$ cat config.mk
export PLATFORM = sky130hd
export DESIGN_NAME = mem_stage
export DESIGN_NICKNAME = d
export VERILOG_FILES = /design/src/rtl/mem_stage_pkg.sv /design/src/rtl/mem_stage_mem_wb_reg.sv /design/src/rtl/mem_stage.sv
export SDC_FILE = /design/constraint.sdc
export NUM_CORES = 1
export LEC_CHECK = 0
export CAP_MARGIN = 20
export CORE_AREA = 2 2 119 121
export DETAILED_ROUTE_END_ITERATION = 10
export DIE_AREA = 0 0 121 123
export GPL_ROUTABILITY_DRIVEN = 0
export PLACE_DENSITY = 0.76
export SLEW_MARGIN = 20
export SYNTH_ARGS = -nofsm -noshare
export SYNTH_HDL_FRONTEND = slang
export SYNTH_SLANG_ARGS = --single-unit
export TNS_END_PERCENT = 1
$ cat constraint.sdc
create_clock -name clk -period 2 [get_ports clk]
set_input_delay 0.4 -clock clk [delete_from_list [all_inputs] [get_ports clk]]
set_output_delay 0.4 -clock clk [all_outputs]
set_load 0.01 [all_outputs]
$ cat src/rtl/mem_stage_pkg.sv
// Shared encodings for the MEM pipeline stage: FSM states, writeback source selects, alignment mask.
// Latency and backpressure: none (definitions only).
package mem_stage_pkg;

    localparam int DEF_WIDTH = 32;

    localparam logic [0:0] ST_IDLE = 1'b0;
    localparam logic [0:0] ST_WAIT = 1'b1;

    localparam logic [1:0] WB_ALU = 2'd0;
    localparam logic [1:0] WB_MEM = 2'd1;
    localparam logic [1:0] WB_PC  = 2'd2;

    localparam logic [1:0] WORD_ALIGN_MASK = 2'b11;

    function automatic logic is_word_aligned(input logic [1:0] addr_lsb);
        return (addr_lsb & WORD_ALIGN_MASK) == 2'b00;
    endfunction

endpackage

$ cat src/rtl/mem_stage_mem_wb_reg.sv
// MEM/WB output register bank: 1-cycle, load captures a bundle, bubble clears valid and pulse flags.
// No backpressure; MEM_TIMEOUT_EN adds the timeout flag.
module mem_wb_reg
    import mem_stage_pkg::*;
#(
    parameter int WIDTH = DEF_WIDTH
) (
    input  logic             clk,
    input  logic             reset,
    input  logic             load,
    input  logic             bubble,
    input  logic             nxt_valid,
    input  logic             nxt_reg_file_write,
    input  logic [1:0]       nxt_select_mux_4,
    input  logic [WIDTH-1:0] nxt_alu,
    input  logic [WIDTH-1:0] nxt_mem_data,
    input  logic [WIDTH-1:0] nxt_add_pc,
    input  logic             nxt_misalign_err,
    output logic             valid,
    output logic             reg_file_write,
    output logic [1:0]       select_mux_4,
    output logic [WIDTH-1:0] alu,
    output logic [WIDTH-1:0] mem_data,
    output logic [WIDTH-1:0] add_pc,
    output logic             misalign_err
`ifdef MEM_TIMEOUT_EN
  , input  logic             nxt_timeout_err,
    output logic             timeout_err
`endif
);

    always_ff @(posedge clk or negedge reset) begin
        if (!reset) begin
            valid          <= 1'b0;
            reg_file_write <= 1'b0;
            select_mux_4   <= '0;
            alu            <= '0;
            mem_data       <= '0;
            add_pc         <= '0;
            misalign_err   <= 1'b0;
`ifdef MEM_TIMEOUT_EN
            timeout_err    <= 1'b0;
`endif
        end else if (load) begin
            valid          <= nxt_valid;
            reg_file_write <= nxt_reg_file_write;
            select_mux_4   <= nxt_select_mux_4;
            alu            <= nxt_alu;
            mem_data       <= nxt_mem_data;
            add_pc         <= nxt_add_pc;
            misalign_err   <= nxt_misalign_err;
`ifdef MEM_TIMEOUT_EN
            timeout_err    <= nxt_timeout_err;
`endif
        end else if (bubble) begin
            // Data fields hold; only the qualifiers and one-cycle pulses drop.
            valid          <= 1'b0;
            reg_file_write <= 1'b0;
            misalign_err   <= 1'b0;
`ifdef MEM_TIMEOUT_EN
            timeout_err    <= 1'b0;
`endif
        end
    end

endmodule

$ cat src/rtl/mem_stage.sv
// MEM stage: word loads/stores over req/ack; non-memory ops 1 cycle, memory ops >= 2 cycles, stall_out holds EX.
// MEM_TIMEOUT_EN adds a WAIT-cycle abort with timeout_err_out.
module mem_stage
    import mem_stage_pkg::*;
#(
    parameter int WIDTH = DEF_WIDTH
`ifdef MEM_TIMEOUT_EN
  , parameter int TIMEOUT_CYCLES = 16
`endif
) (
    input  logic             clk,
    input  logic             reset,
    input  logic             valid_in,
    input  logic             mem_re_in,
    input  logic             mem_we_in,
    input  logic             reg_file_write_in,
    input  logic [1:0]       select_mux_4_in,
    input  logic [WIDTH-1:0] alu_in,
    input  logic [WIDTH-1:0] reg_b_in,
    input  logic [WIDTH-1:0] add_pc_in,
    output logic             stall_out,
    output logic             dmem_req,
    output logic             dmem_we,
    output logic [WIDTH-1:0] dmem_addr,
    output logic [WIDTH-1:0] dmem_wdata,
    input  logic             dmem_ack,
    input  logic [WIDTH-1:0] dmem_rdata,
    output logic             valid_out,
    output logic             reg_file_write_out,
    output logic [1:0]       select_mux_4_out,
    output logic [WIDTH-1:0] alu_out,
    output logic [WIDTH-1:0] mem_data_out,
    output logic [WIDTH-1:0] add_pc_out,
    output logic             misalign_err_out
`ifdef MEM_TIMEOUT_EN
  , output logic             timeout_err_out
`endif
);

    logic [0:0] state;
    logic       mem_op;
    logic       aligned;
    logic       is_load;
    logic       ack_hit;
    logic       timeout_hit;
    logic       finish;
    logic       misalign;
    logic       wb_load;

    assign mem_op  = valid_in & (mem_re_in | mem_we_in);
    assign aligned = is_word_aligned(alu_in[1:0]);
    assign is_load = mem_re_in & ~mem_we_in;
    assign ack_hit = (state == ST_WAIT) & dmem_ack;

`ifdef MEM_TIMEOUT_EN
    localparam int CNT_W = ($clog2(TIMEOUT_CYCLES) > 5) ? $clog2(TIMEOUT_CYCLES) : 5;
    logic [CNT_W-1:0] wait_cnt;

    // An ack in the final cycle wins over the abort.
    assign timeout_hit = (state == ST_WAIT) & ~dmem_ack
                       & (wait_cnt == CNT_W'(TIMEOUT_CYCLES - 1));

    always_ff @(posedge clk or negedge reset) begin
        if (!reset) begin
            wait_cnt <= '0;
        end else if (state == ST_IDLE) begin
            wait_cnt <= '0;
        end else if (!dmem_ack) begin
            wait_cnt <= wait_cnt + 1'b1;
        end
    end
`else
    assign timeout_hit = 1'b0;
`endif

    assign finish    = ack_hit | timeout_hit;
    assign misalign  = (state == ST_IDLE) & mem_op & ~aligned;
    assign stall_out = mem_op & aligned & ~finish;

    // EX holds its bundle during WAIT, so the address/data path stays stable without a copy.
    assign dmem_we    = mem_we_in;
    assign dmem_addr  = alu_in;
    assign dmem_wdata = reg_b_in;

    always_ff @(posedge clk or negedge reset) begin
        if (!reset) begin
            state    <= ST_IDLE;
            dmem_req <= 1'b0;
        end else if (state == ST_IDLE) begin
            if (mem_op && aligned) begin
                state    <= ST_WAIT;
                dmem_req <= 1'b1;
            end
        end else if (finish) begin
            state    <= ST_IDLE;
            dmem_req <= 1'b0;
        end
    end

    assign wb_load = ((state == ST_IDLE) & ~(mem_op & aligned)) | finish;

    mem_wb_reg #(.WIDTH(WIDTH)) u_mem_wb_reg (
        .clk                (clk),
        .reset              (reset),
        .load               (wb_load),
        .bubble             (~wb_load),
        .nxt_valid          ((state == ST_WAIT) | valid_in),
        .nxt_reg_file_write (valid_in & reg_file_write_in & ~misalign & ~timeout_hit),
        .nxt_select_mux_4   (select_mux_4_in),
        .nxt_alu            (alu_in),
        .nxt_mem_data       ((ack_hit & is_load) ? dmem_rdata : '0),
        .nxt_add_pc         (add_pc_in),
        .nxt_misalign_err   (misalign),
        .valid              (valid_out),
        .reg_file_write     (reg_file_write_out),
        .select_mux_4       (select_mux_4_out),
        .alu                (alu_out),
        .mem_data           (mem_data_out),
        .add_pc             (add_pc_out),
        .misalign_err       (misalign_err_out)
`ifdef MEM_TIMEOUT_EN
      , .nxt_timeout_err    (timeout_hit),
        .timeout_err        (timeout_err_out)
`endif
    );

endmodule

## Word-level counts from Yosys, hierarchy flattened

Cells that the tools add are included.

| storage, ports and cells | value |
|---|---|
| flip-flop bits (word level) | 103 |
| bits of input ports | 137 |
| output and inout bits | 168 |
| word-level logic and storage cells | 44 |

| operators by class | value |
|---|---|
| equality and inequality tests | 1 |
| multiplexer cells | 10 |
| bitwise operators | 20 |
| reduce and logical (&&, ||, !) cells | 4 |

Operators with widths:

| cell | count |
|---|---|
| $mux 32 | 1 |
| $and 1x1->1 | 11 |
| $mux 1 | 9 |
| $not 1->1 | 6 |
| $or 1x1->1 | 3 |
| $logic_not 2->1 | 1 |
| $ne 2x1->1 const B | 1 |
| $reduce_and 2->1 | 1 |
| $reduce_bool 2->1 | 1 |
| $logic_and 1x1->1 | 1 |

## Longest topological paths before layout

| logic depth | value |
|---|---|
| depth after elaboration | 7 |
| depth in mapped cells | 5 |
| gate-level depth less buffers | 4 |

## By module

From an unflattened synthesis, not the netlist that was laid out.

| unflattened totals | value |
|---|---|
| cells, all modules | 329 |
| area, all modules | 4636.9 µm² |

Modules (own cells, without submodules):

| module | instances | cells an instance | area an instance (µm²) | sequential area each (µm²) |
|---|---|---|---|---|
| mem_wb_reg | 1 | 214 | 3772.4 | 2527.4 |
| mem_stage | 1 | 115 | 864.6 | 50.0 |

## Worst setup path before layout

Ideal clock, no wire load.

| timing path | value |
|---|---|
| kind | input to register |
| start point | in alu_in[1] |
| end point | reg u_mem_wb_reg.add_pc[0] |
| setup time | 0.125 ns |
| arrival | 1.526 ns |
| required time | 1.875 ns |
| setup slack | 0.348 ns |
| cell stages on the path | 5 |
| buffers on the path | 2 |
| path through | or2_1 > o31a_1 > buf_4 > buf_6 > mux2_4 |

| between the ends | value |
|---|---|
| word-level cells in the longest chain between the ends | 5 |

RTL lines:

| element | RTL line | text |
|---|---|---|
| from (decl) | mem_stage.sv:18 | `input logic [WIDTH-1:0] alu_in,` |
| $logic_not 2->1 | mem_stage_pkg.sv:17 | `return (addr_lsb & WORD_ALIGN_MASK) == 2'b00;` |
| $and 1x1->1 | mem_stage.sv:100 | `assign wb_load = ((state == ST_IDLE) & ~(mem_op & aligned)) \| finish;` |
| $not 1->1 | mem_stage.sv:100 |  |
| $and 1x1->1 | mem_stage.sv:100 |  |
| $or 1x1->1 | mem_stage.sv:100 |  |
| to (signal assigned) | mem_stage_mem_wb_reg.sv:50 | `add_pc <= nxt_add_pc;` |
| to (decl) | mem_stage_mem_wb_reg.sv:24 | `output logic [WIDTH-1:0] add_pc,` |

Every way passes these cells.
A chain may end at the register's enable or synchronous reset.

## Worst setup path after layout

| timing path | value |
|---|---|
| start point | in mem_we_in |
| end point | out stall_out |

| between the ends | value |
|---|---|
| word-level cells in the longest chain between the ends | 4 |

RTL lines:

| element | RTL line | text |
|---|---|---|
| from (decl) | mem_stage.sv:15 | `input logic mem_we_in,` |
| $or 1x1->1 | mem_stage.sv:50 | `assign mem_op = valid_in & (mem_re_in \| mem_we_in);` |
| $and 1x1->1 | mem_stage.sv:50 |  |
| $and 1x1->1 (2 in a row) | mem_stage.sv:78 | `assign stall_out = mem_op & aligned & ~finish;` |
| to (decl) | mem_stage.sv:21 | `output logic stall_out,` |

Every way passes these cells.

==> summary.md <==
| Metric | Value |
|---|---|
| Reg clk slew, reported paths | `70 ps` |
| Main synth FF type | `dfrtp_1` |
| Post-synth top area cell | `dfrtp_1` |
| CP max FO | `2` |
| Register area | `0.00258 mm2` |
| Met2 GRT Util | `0.225` |
| Vias/cell | `4.46` |
| Pre-CTS WS | `-315 ps` |
| Crit path DAT | `1520 ps` |
| GRT busiest layer | `met2` |
| Clock tree sinks | `103` |
| Max_cap viols | `0` |
| Critical path cell sequence | `clkdlybuf4s50_1, or2_2, nand3_2, a21oi_1, clkdlybuf4s15_2` |
| Yosys warning total | `0` |
| Fin util | `0.516` |
| Synth top area cells | `dfrtp_1, mux2_4, buf_4` |
| Max Clock Freq | `0.520 GHz` |
| Crit path kind | `in -> out` |
| Global-route usage over all layers | `0.142` |
| First-pass GRT wire length | `16.3 mm` |
| Post-route design area | `0.00703 mm2` |
| Worst hold path class | `in -> async` |
| HPWL Detailed | `8.11 mm` |
| CTS Root Cell | `clkbuf_16` |
| Via count | `2988` |
| Syn-to-layout area delta | `55.1%` |
| Post-route setup slack | `77.1 ps` |
| Core footprint | `0.0136 mm2` |
| Fin. Hold Viols | `0` |
| Post-Syn Nets | `436` |
| WL/cell | `16.7 um` |
| Fin crit share | `0.961` |
| Library cells used by synthesis | `21` |
| Commonest cells after routing, fill and taps aside | `clkdlybuf4s50_1, dfrtp_1, mux2_4, a22o_1, clkbuf_16` |
| Leak | `3.19 nW` |
| Synth async-reset ratio | `1.00` |
| Min Tclk post-route | `1920 ps` |
| IO buf count | `240` |
| PD cells | `710 mW/mm2` |
| Die H | `123 um` |
| Clock Latency Late Sink | `340 ps` |
| Hold_buf cts | `0` |
| M3 GR Usage | `0.0470` |
| Met1 usage | `0.174` |
| Outcome | `completed` |
| CTS Buf Count | `9` |
| H-tree depth | `3` |
| FF+latch count, synth | `103` |
| Die area | `0.0149 mm2` |
| Worst slew margin | `0.652` |
| CTS Buffer Depth | `2` |
| Worst slew pin tran | `522 ps` |
| CP required | `1600 ps` |
| Worst stage delay on the critical path | `430 ps` |
| Critical path's slowest cell | `clkdlybuf4s50_1` |
| Filler cell count in the final layout | `1134` |
| Largest net degree at the start of global routing | `104` |
| Sequential element share of the synthesized area | `0.569` |
| Initial antenna violation count | `0` |
| Area of the multi-input gates | `0.00138 mm2` |
| Io pins | `305` |
| Post-synth EDFFs | `0` |
| Commonest non-fill, non-tap cell in the layout | `clkdlybuf4s50_1` |
| Post-synth top area share | `0.569` |
| Post-Syn Instances | `299` |
| Post-route DRC | `0` |
| Worst hold slack | `110 ps` |
| Share of layout cells above drive strength 1 | `0.200` |
| Drt total wl | `11.2 mm` |
| Number of global-route vias before repair | `3103` |
| Antenna diode count | `0` |
| Die W | `121 um` |
| Crit end category | `output port` |
| Nets | `622` |
| Drt pass-1 iters | `4` |
| Effective utilization at floorplan | `0.333` |
| Max VDD drop | `0.000491 V` |
| Syn avg cell area | `15.1 um2` |
| Routed Antenna Nets | `0` |
| Post-Place Cell Area | `0.00672 mm2` |
| Startpoint type of the worst setup path | `input port` |
| FP Rows | `43` |
| Final Slew Violations | `0` |
| Drt first-iter violations | `118` |
| Clock skew | `7.79 ps` |
| CTS tree | `done` |
| Global route overflow | `0` |
| Synthesized area | `0.00453 mm2` |
| Final setup violation count | `0` |
[critical path: cells and delay by family]
family	cells	cell delay [ps]
AO/OA/AOI/OAI	1	50
buffers and inverters	2	670
AND/OR/NAND/NOR	2	400
[metal layers]
metal	share of wire	vias to the layer above
met4	0.019	0
met1	0.41	1443
met2	0.48	176
met5	0	-
met3	0.098	16
li1	-	1353
[logic make-up after synthesis]
| family | count (synthesis) | synth area share |
|---|---|---|
| simple gates | 13 | 0.0152 |
| compound gates | 40 | 0.0751 |
| buf+inv | 79 | 0.132 |
| flops | 103 | 0.569 |
| mux | 64 | 0.209 |
[flip-flops by register name (all words and copies together), names as in the netlist]
signal                       count
u_mem_wb_reg.alu                32
u_mem_wb_reg.reg_file_write      1
u_mem_wb_reg.misalign_err        1
u_mem_wb_reg.add_pc             32
dmem_req                         1
u_mem_wb_reg.valid               1
state                            1
u_mem_wb_reg.select_mux_4        2
u_mem_wb_reg.mem_data           32
[power by group]
part	internal, W	leakage [nW]	total (W)	switching (W)
Sequential	0.00223	1.28	0.00231	0.0000838
Combinational	0.000720	1.78	0.00110	0.000383
Clock	0.000839	0.126	0.00157	0.000733
[cell type report]
type	count	share of cell area
clock buffer	12	0.0337
clock inverter	4	0.00321
inverter	1	0.000534
multi-input combinational	117	0.196
sequential	103	0.367
tap	180	0.0321
timing repair buffer	253	0.368
[Yosys cell counts, types with 2 or more instances]
cell	n
buf_2	6
nand2b_1	2
buf_4	66
nor2_1	3
o21ai_0	2
mux2_2	4
nand2_1	2
dfrtp_1	103
mux2_4	60
buf_6	6
a22o_1	35
[timing repair]
action / 4_1_cts / 5_1_grt
gates resized for setup: 5 / 5
buffers inserted: 0 / 0
gates cloned: 0 / 1
setup endpoints to repair: 1 / 33
[metrics by stage]
stage | total power [W] | TNS, ps | instances
final | 0.00499 | 0 | 670
after CTS | 0.00504 | 0 | 669
after global placement | 0.00343 | -19260 | 653
after global routing | 0.00521 | -4.70 | 670
after floorplan | 0.00286 | 0 | 299
after detailed placement | 0.00345 | -22930 | 653
[worst paths after layout]
check                                    startpoint                  endpoint  slack (ps)  cells past startpoint
max in group asynchronous                     reset      u_mem_wb_reg.alu[27]        1500                      2
min                                           reset       u_mem_wb_reg.alu[1]         110                      2
min in group clk           u_mem_wb_reg.mem_data[9]  u_mem_wb_reg.mem_data[9]         500                      1
max                                       mem_we_in                 stall_out          80                      5
min reg2reg                u_mem_wb_reg.mem_data[9]  u_mem_wb_reg.mem_data[9]         500                      1
max reg2reg                                   state  u_mem_wb_reg.mem_data[6]         290                      6
Power figures use the tool's default switching activity.
